## config.mk

```make
export PLATFORM = sky130hd
export DESIGN_NAME = lsu_mem_master_flat
export DESIGN_NICKNAME = d
export VERILOG_FILES = /design/src/rtl/lsu_mem_master_if.sv /design/src/rtl/lsu_mem_master.sv /design/src/flat_wrapper.sv
export SDC_FILE = /design/constraint.sdc
export NUM_CORES = 1
export LEC_CHECK = 0
export ABC_AREA = 1
export CORE_ASPECT_RATIO = 0.9
export CORE_MARGIN = 2
export CORE_UTILIZATION = 45
export CTS_CLUSTER_DIAMETER = 150
export CTS_CLUSTER_SIZE = 28
export DETAILED_ROUTE_END_ITERATION = 10
export GPL_TIMING_DRIVEN = 0
export HOLD_SLACK_MARGIN = 0.02
export PLACE_DENSITY = 0.78
export SLEW_MARGIN = 25
export SYNTH_ARGS = -nofsm -noshare
export SYNTH_HDL_FRONTEND = slang
export SYNTH_SLANG_ARGS = --single-unit
```

## constraint.sdc

```tcl
create_clock -name clock -period 3.5 [get_ports clock]
set_input_delay 0.525 -clock clock [delete_from_list [all_inputs] [get_ports clock]]
set_output_delay 0.525 -clock clock [all_outputs]
set_load 0.05 [all_outputs]
```

## src/rtl/lsu_mem_master_if.sv

```systemverilog
// Bundles the core request/response handshake and the data memory port of the LSU.
// The master modport is the LSU's view; the slave modport is the core-plus-memory side.
interface lsu_mem_master_if #(
  parameter int DATA_WIDTH = 32,
  parameter int ADDR_WIDTH = 10
);
  logic                  req_valid;
  logic                  req_ready;
  logic                  req_write;
  logic [1:0]            req_size;
  logic                  req_unsigned;
  logic [ADDR_WIDTH+1:0] req_addr;
  logic [DATA_WIDTH-1:0] req_wdata;

  logic                  resp_valid;
  logic [DATA_WIDTH-1:0] resp_rdata;
  logic                  resp_error;

  logic                  mem_readEnable;
  logic [ADDR_WIDTH-1:0] mem_address;
  logic [DATA_WIDTH-1:0] mem_readData;
  logic                  mem_writeEnable;
  logic [DATA_WIDTH-1:0] mem_writeData;

  modport master (
    input  req_valid, req_write, req_size, req_unsigned, req_addr, req_wdata,
    input  mem_readData,
    output req_ready, resp_valid, resp_rdata, resp_error,
    output mem_readEnable, mem_address, mem_writeEnable, mem_writeData
  );

  modport slave (
    output req_valid, req_write, req_size, req_unsigned, req_addr, req_wdata,
    output mem_readData,
    input  req_ready, resp_valid, resp_rdata, resp_error,
    input  mem_readEnable, mem_address, mem_writeEnable, mem_writeData
  );
endinterface

```

## src/rtl/lsu_mem_master.sv

```systemverilog
// Load/store initiator for a word-wide single-port memory with 1-cycle registered reads.
// Sub-word stores are read-modify-write; loads are sign/zero extended from the selected lane.
module lsu_mem_master #(
  parameter int DATA_WIDTH = 32,
  parameter int ADDR_WIDTH = 10
) (
  input logic              clock,
  input logic              reset,
  lsu_mem_master_if.master bus
);

  // state         | meaning
  // S_IDLE        | ready for a request; word stores and errors complete from here
  // S_LOAD_WAIT   | read data arrives this cycle; extend and respond
  // S_STORE_MERGE | read data arrives this cycle; merge the lane and write back
  typedef enum logic [1:0] {S_IDLE, S_LOAD_WAIT, S_STORE_MERGE} state_e;

  state_e                state_q, state_d;
  logic [ADDR_WIDTH-1:0] waddr_q, waddr_d;
  logic [1:0]            off_q, off_d;
  logic [1:0]            size_q, size_d;
  logic                  uns_q, uns_d;
  logic [DATA_WIDTH-1:0] wdata_q, wdata_d;
  logic                  valid_q, valid_d;
  logic [DATA_WIDTH-1:0] rdata_q, rdata_d;
  logic                  error_q, error_d;

  logic                  misalign;
  logic [4:0]            lane_shift;
  logic [DATA_WIDTH-1:0] lane, load_ext, lane_mask, merged;

  always_comb begin
    misalign = (bus.req_size == 2'd3)
             | ((bus.req_size == 2'd1) & bus.req_addr[0])
             | ((bus.req_size == 2'd2) & (|bus.req_addr[1:0]));

    lane_shift = {off_q, 3'b000};
    lane       = bus.mem_readData >> lane_shift;
    case (size_q)
      2'd0:    load_ext = uns_q ? {{(DATA_WIDTH-8){1'b0}}, lane[7:0]}
                                : {{(DATA_WIDTH-8){lane[7]}}, lane[7:0]};
      2'd1:    load_ext = uns_q ? {{(DATA_WIDTH-16){1'b0}}, lane[15:0]}
                                : {{(DATA_WIDTH-16){lane[15]}}, lane[15:0]};
      default: load_ext = lane;
    endcase

    lane_mask = (size_q == 2'd0) ? (DATA_WIDTH'(8'hFF) << lane_shift)
                                 : (DATA_WIDTH'(16'hFFFF) << lane_shift);
    merged    = (bus.mem_readData & ~lane_mask) | ((wdata_q << lane_shift) & lane_mask);
  end

  always_comb begin
    state_d             = state_q;
    waddr_d             = waddr_q;
    off_d               = off_q;
    size_d              = size_q;
    uns_d               = uns_q;
    wdata_d             = wdata_q;
    valid_d             = 1'b0;
    rdata_d             = rdata_q;
    error_d             = error_q;
    bus.req_ready       = 1'b0;
    bus.mem_readEnable  = 1'b0;
    bus.mem_writeEnable = 1'b0;
    bus.mem_address     = '0;
    bus.mem_writeData   = '0;

    // Everything facing the core and the memory is held quiet while reset is low.
    if (reset) begin
      case (state_q)
        S_IDLE: begin
          bus.req_ready = 1'b1;
          if (bus.req_valid) begin
            if (misalign) begin
              valid_d = 1'b1;
              rdata_d = '0;
              error_d = 1'b1;
            end else if (bus.req_write && bus.req_size == 2'd2) begin
              bus.mem_writeEnable = 1'b1;
              bus.mem_address     = bus.req_addr[ADDR_WIDTH+1:2];
              bus.mem_writeData   = bus.req_wdata;
              valid_d             = 1'b1;
              rdata_d             = '0;
              error_d             = 1'b0;
            end else begin
              bus.mem_readEnable = 1'b1;
              bus.mem_address    = bus.req_addr[ADDR_WIDTH+1:2];
              waddr_d            = bus.req_addr[ADDR_WIDTH+1:2];
              off_d              = bus.req_addr[1:0];
              size_d             = bus.req_size;
              uns_d              = bus.req_unsigned;
              wdata_d            = bus.req_wdata;
              state_d            = bus.req_write ? S_STORE_MERGE : S_LOAD_WAIT;
            end
          end
        end
        S_LOAD_WAIT: begin
          valid_d = 1'b1;
          rdata_d = load_ext;
          error_d = 1'b0;
          state_d = S_IDLE;
        end
        S_STORE_MERGE: begin
          bus.mem_writeEnable = 1'b1;
          bus.mem_address     = waddr_q;
          bus.mem_writeData   = merged;
          valid_d             = 1'b1;
          rdata_d             = '0;
          error_d             = 1'b0;
          state_d             = S_IDLE;
        end
        default: state_d = S_IDLE;
      endcase
    end
  end

  always_ff @(posedge clock) begin
    if (!reset) begin
      state_q <= S_IDLE;
      waddr_q <= '0;
      off_q   <= '0;
      size_q  <= '0;
      uns_q   <= 1'b0;
      wdata_q <= '0;
      valid_q <= 1'b0;
      rdata_q <= '0;
      error_q <= 1'b0;
    end else begin
      state_q <= state_d;
      waddr_q <= waddr_d;
      off_q   <= off_d;
      size_q  <= size_d;
      uns_q   <= uns_d;
      wdata_q <= wdata_d;
      valid_q <= valid_d;
      rdata_q <= rdata_d;
      error_q <= error_d;
    end
  end

  assign bus.resp_valid = valid_q;
  assign bus.resp_rdata = rdata_q;
  assign bus.resp_error = error_q;

endmodule

```

## src/flat_wrapper.sv

```systemverilog
// flat-port wrapper written by rule: the top's interface ports become plain ports
module lsu_mem_master_flat 
#(
  parameter int DATA_WIDTH = 32,
  parameter int ADDR_WIDTH = 10
)
  (clock, reset, bus_req_valid, bus_req_write, bus_req_size, bus_req_unsigned, bus_req_addr, bus_req_wdata, bus_mem_readData, bus_req_ready, bus_resp_valid, bus_resp_rdata, bus_resp_error, bus_mem_readEnable, bus_mem_address, bus_mem_writeEnable, bus_mem_writeData);
  lsu_mem_master_if #(.DATA_WIDTH(DATA_WIDTH), .ADDR_WIDTH(ADDR_WIDTH)) bus_i ();
  input logic clock;
  input logic reset;
  input wire logic [$bits(bus_i.req_valid)-1:0] bus_req_valid;
  input wire logic [$bits(bus_i.req_write)-1:0] bus_req_write;
  input wire logic [$bits(bus_i.req_size)-1:0] bus_req_size;
  input wire logic [$bits(bus_i.req_unsigned)-1:0] bus_req_unsigned;
  input wire logic [$bits(bus_i.req_addr)-1:0] bus_req_addr;
  input wire logic [$bits(bus_i.req_wdata)-1:0] bus_req_wdata;
  input wire logic [$bits(bus_i.mem_readData)-1:0] bus_mem_readData;
  output wire logic [$bits(bus_i.req_ready)-1:0] bus_req_ready;
  output wire logic [$bits(bus_i.resp_valid)-1:0] bus_resp_valid;
  output wire logic [$bits(bus_i.resp_rdata)-1:0] bus_resp_rdata;
  output wire logic [$bits(bus_i.resp_error)-1:0] bus_resp_error;
  output wire logic [$bits(bus_i.mem_readEnable)-1:0] bus_mem_readEnable;
  output wire logic [$bits(bus_i.mem_address)-1:0] bus_mem_address;
  output wire logic [$bits(bus_i.mem_writeEnable)-1:0] bus_mem_writeEnable;
  output wire logic [$bits(bus_i.mem_writeData)-1:0] bus_mem_writeData;
  assign bus_i.req_valid = bus_req_valid;
  assign bus_i.req_write = bus_req_write;
  assign bus_i.req_size = bus_req_size;
  assign bus_i.req_unsigned = bus_req_unsigned;
  assign bus_i.req_addr = bus_req_addr;
  assign bus_i.req_wdata = bus_req_wdata;
  assign bus_i.mem_readData = bus_mem_readData;
  assign bus_req_ready = bus_i.req_ready;
  assign bus_resp_valid = bus_i.resp_valid;
  assign bus_resp_rdata = bus_i.resp_rdata;
  assign bus_resp_error = bus_i.resp_error;
  assign bus_mem_readEnable = bus_i.mem_readEnable;
  assign bus_mem_address = bus_i.mem_address;
  assign bus_mem_writeEnable = bus_i.mem_writeEnable;
  assign bus_mem_writeData = bus_i.mem_writeData;
  lsu_mem_master #(.DATA_WIDTH(DATA_WIDTH), .ADDR_WIDTH(ADDR_WIDTH)) u_core (.clock(clock), .reset(reset), .bus(bus_i));
endmodule
```

==> flow_summary_export.csv <==
group,metric,value,unit
status,status,"complete, no violations",
clock_tree,cts-root-buf,"clkbuf_16",
critical_path,worstPathArrival,2.83,ns
timing,max_clock_freq,298,MHz
synthesis,synthTopCellsByArea,"dfxtp_1, nand2_1, a21oi_1",
power,powerDensity,408,nW/um2
critical_path,start_kind,"input port",
layout,drive_gt1_share,8.97,%
global_routing,use_met3,7.08,%
clock_tree,ctsHoldBuffers,0,
drt,first_pass_iters,5,
critical_path,slowest_delay,0.82,ns
clock_tree,cts_buffers,9,
clock_tree,clkTransAtPathRegs,0.06,ns
floorplanning,rows,36,
synthesis,avgSynthCellArea,6.18,um2
synthesis,yosysTopAreaCell,"dfxtp_1",
timing,slew-limit-headroom,47.5,%
timing,hold_violations,0,
global_routing,grt_use_met1,44.0,%
global_routing,grt_pass1_vias,5742,
clock_tree,htreeDepth,3,
clock_tree,clock_path_buffers,2,
global_routing,antenna_found_initial,0,
synthesis,async_reset_ff_share,0,%
drt,ant_nets,0,
layout,fin_util,66.1,%
drt,vias_per_cell,5.52,
layout,antenna_cells,0,
clock_tree,cts_tree,"done",
drt,via_count,6152,
global_routing,grt_max_degree,14,
power,power.total,2910,uW
synthesis,synth_nets,892,
global_routing,grtUsageTotal,32.1,%
critical_path,cp_max_fo,10,
layout,syn_to_final_growth,43.6,%
critical_path,worstPathRequired,2.97,ns
synthesis,synth_commonest_cells,"nand2_1, a21oi_1, dfxtp_1",
global_routing,grt_pass1_wl,29900,um
timing,finalSetupViolCount,0,
global_routing,grtUsageMet2,49.8,%
synthesis,post-synth-top-count-cell,"nand2_1",
place,gp_congestion,0.988,
timing,fin_tns_setup,0,ns
global_routing,grt_busiest_layer,"met2",
layout,fin_nets,1063,
synthesis,ys.flop_type,"dfxtp_1",
floorplanning,die_h,104,um
layout,final_cells,1114,
flow_run,cap_violations,0,
timing,finalCriticalPeriod,3.35,ns
clock_tree,worstSkewPairLatency,0.34,ns
synthesis,synth_area,4970,um2
drt,drc,0,
floorplanning,io_pins,162,
place,io_buffers,160,
synthesis,ys_seq_area_share,30.2,%
synthesis,ys_ff_latch,75,
synthesis,synth.distinct_cells,32,
floorplanning,die_x,115,um
drt,drt_iter0_drc,667,
drt,wl_per_cell,17.4,um
place,placed_cells,1098,
critical_path,slowest_stage,"clkdlybuf4s50_1",
critical_path,crit_chain,"clkdlybuf4s50_1 > nor2_1 > nand2_1 > nand2_2 > nand2_2 > nor2_1 > buf_6 > nand2_1 > inv_1 > buf_4 > clkdlybuf4s50_1",
timing,rsz0062_at_grt,"no",
power,peakVddDrop,0.000341,V
synthesis,ys_warn_count,0,
global_routing,grt-ovfl-total,0,
critical_path,path_class,"input port to output pin",
clock_tree,cts.sinks,75,
critical_path,critPathCaptureType,"output pin",
timing,min_period_over_period,95.8,%
place,dpl.hpwl,14900,um
min_path,worstHoldPathType,"register to register",
timing,finClkSkew,0.00460,ns
synthesis,netlist.area_leader.share,30.2,%
timing,worst_slew_pin_slew,0.788,ns
synthesis,synth-edff-count,0,
floorplanning,die_area,11900,um2
timing,hold_slack,0.462,ns
floorplanning,initial_utilization,46.0,%
drt,wirelength,19400,um
power,p_leak,0.00322,uW
synthesis,postSynthCellCount,805,
timing,finalMaxSlewViolations,0,
floorplanning,core,10800,um2
flip-flops by register name, summed over array words and instances, names as in the netlist, 2 cells and up:
signal,cells
u_core.bus.resp_rdata,32
u_core.off_q,2
u_core.size_q,2
u_core.state_q,2
u_core.waddr_q,10
u_core.wdata_q,24
critical path, delay by kind of cell:
kind | cells | cell delay [ns]
buf+inv | 5 | 1.71
simple gates | 6 | 0.59
power by group:
group | internal [uW] | total (uW) | switching, uW
Combinational | 313 | 907 | 594
Clock | 666 | 1050 | 388
Sequential | 915 | 950 | 35.5
Total | 1890 | 2910 | 1020
layer usage:
metal,part of all wire (%),wire (um)
met5,0,0
met4,2.7,517
met3,10,1960
met2,43,8420
met1,44,8530
per-stage QoR:
step	instance area (um2)	setup WS (ns)
after global routing	7140	0.0132
after CTS	7080	0.00670
after global placement	6740	-0.0572
final	7140	0.148
after detailed placement	6740	-0.0664
after floorplan	4970	0.895
layout make-up:
cell class,count,area [um2]
fill,1013,3670
multi-input combinational,610,2890
timing repair buffer,160,1660
sequential,75,1500
buffer,61,359
clock buffer,11,253
inverter,59,226
tap,133,166
clock inverter,5,83.8
path summary, 6_finish.rpt:
kind                        startpoint                   endpoint  slack (ns)  cells after the start
max                    bus_req_addr[0]         bus_mem_readEnable        0.15                     11
min          u_core.bus.resp_rdata[24]  u_core.bus.resp_rdata[24]        0.46                      2
max reg2reg          u_core.state_q[0]   u_core.bus.resp_rdata[5]        1.73                      9
min reg2reg  u_core.bus.resp_rdata[24]  u_core.bus.resp_rdata[24]        0.46                      2
cell usage in the layout (no fill, tap or decap), types with 3 or more instances in the layout:
master / count
a21oi_1: 87
a21oi_2: 10
buf_1: 3
buf_2: 17
buf_4: 11
buf_6: 9
clkbuf_1: 21
clkbuf_16: 9
clkdlybuf4s50_1: 129
dfxtp_1: 75
dlygate4sd2_1: 4
dlymetal6s2s_1: 27
ha_1: 4
inv_1: 51
inv_2: 6
nand2_1: 271
nand2_2: 4
nand3_1: 47
nand4_1: 8
nor2_1: 57
o211ai_1: 23
o21ai_0: 72
o21ai_1: 9
repair_timing:
item,CTS,global route
setup buffers,0,0
endpoints found under the setup margin,5,27
gates resized for setup,5,27
endpoints found under the hold margin,0,0
cells by family after synthesis:
group,after synthesis,share of synthesized area (%)
buffers and inverters,120,11.7
AND/OR/NAND/NOR,400,33.7
flip-flops,75,30.2
adder cells (fa/ha/maj),4,1.01
AO/OA/AOI/OAI,206,23.4
Note: power is estimated with default switching activity, not from simulation.
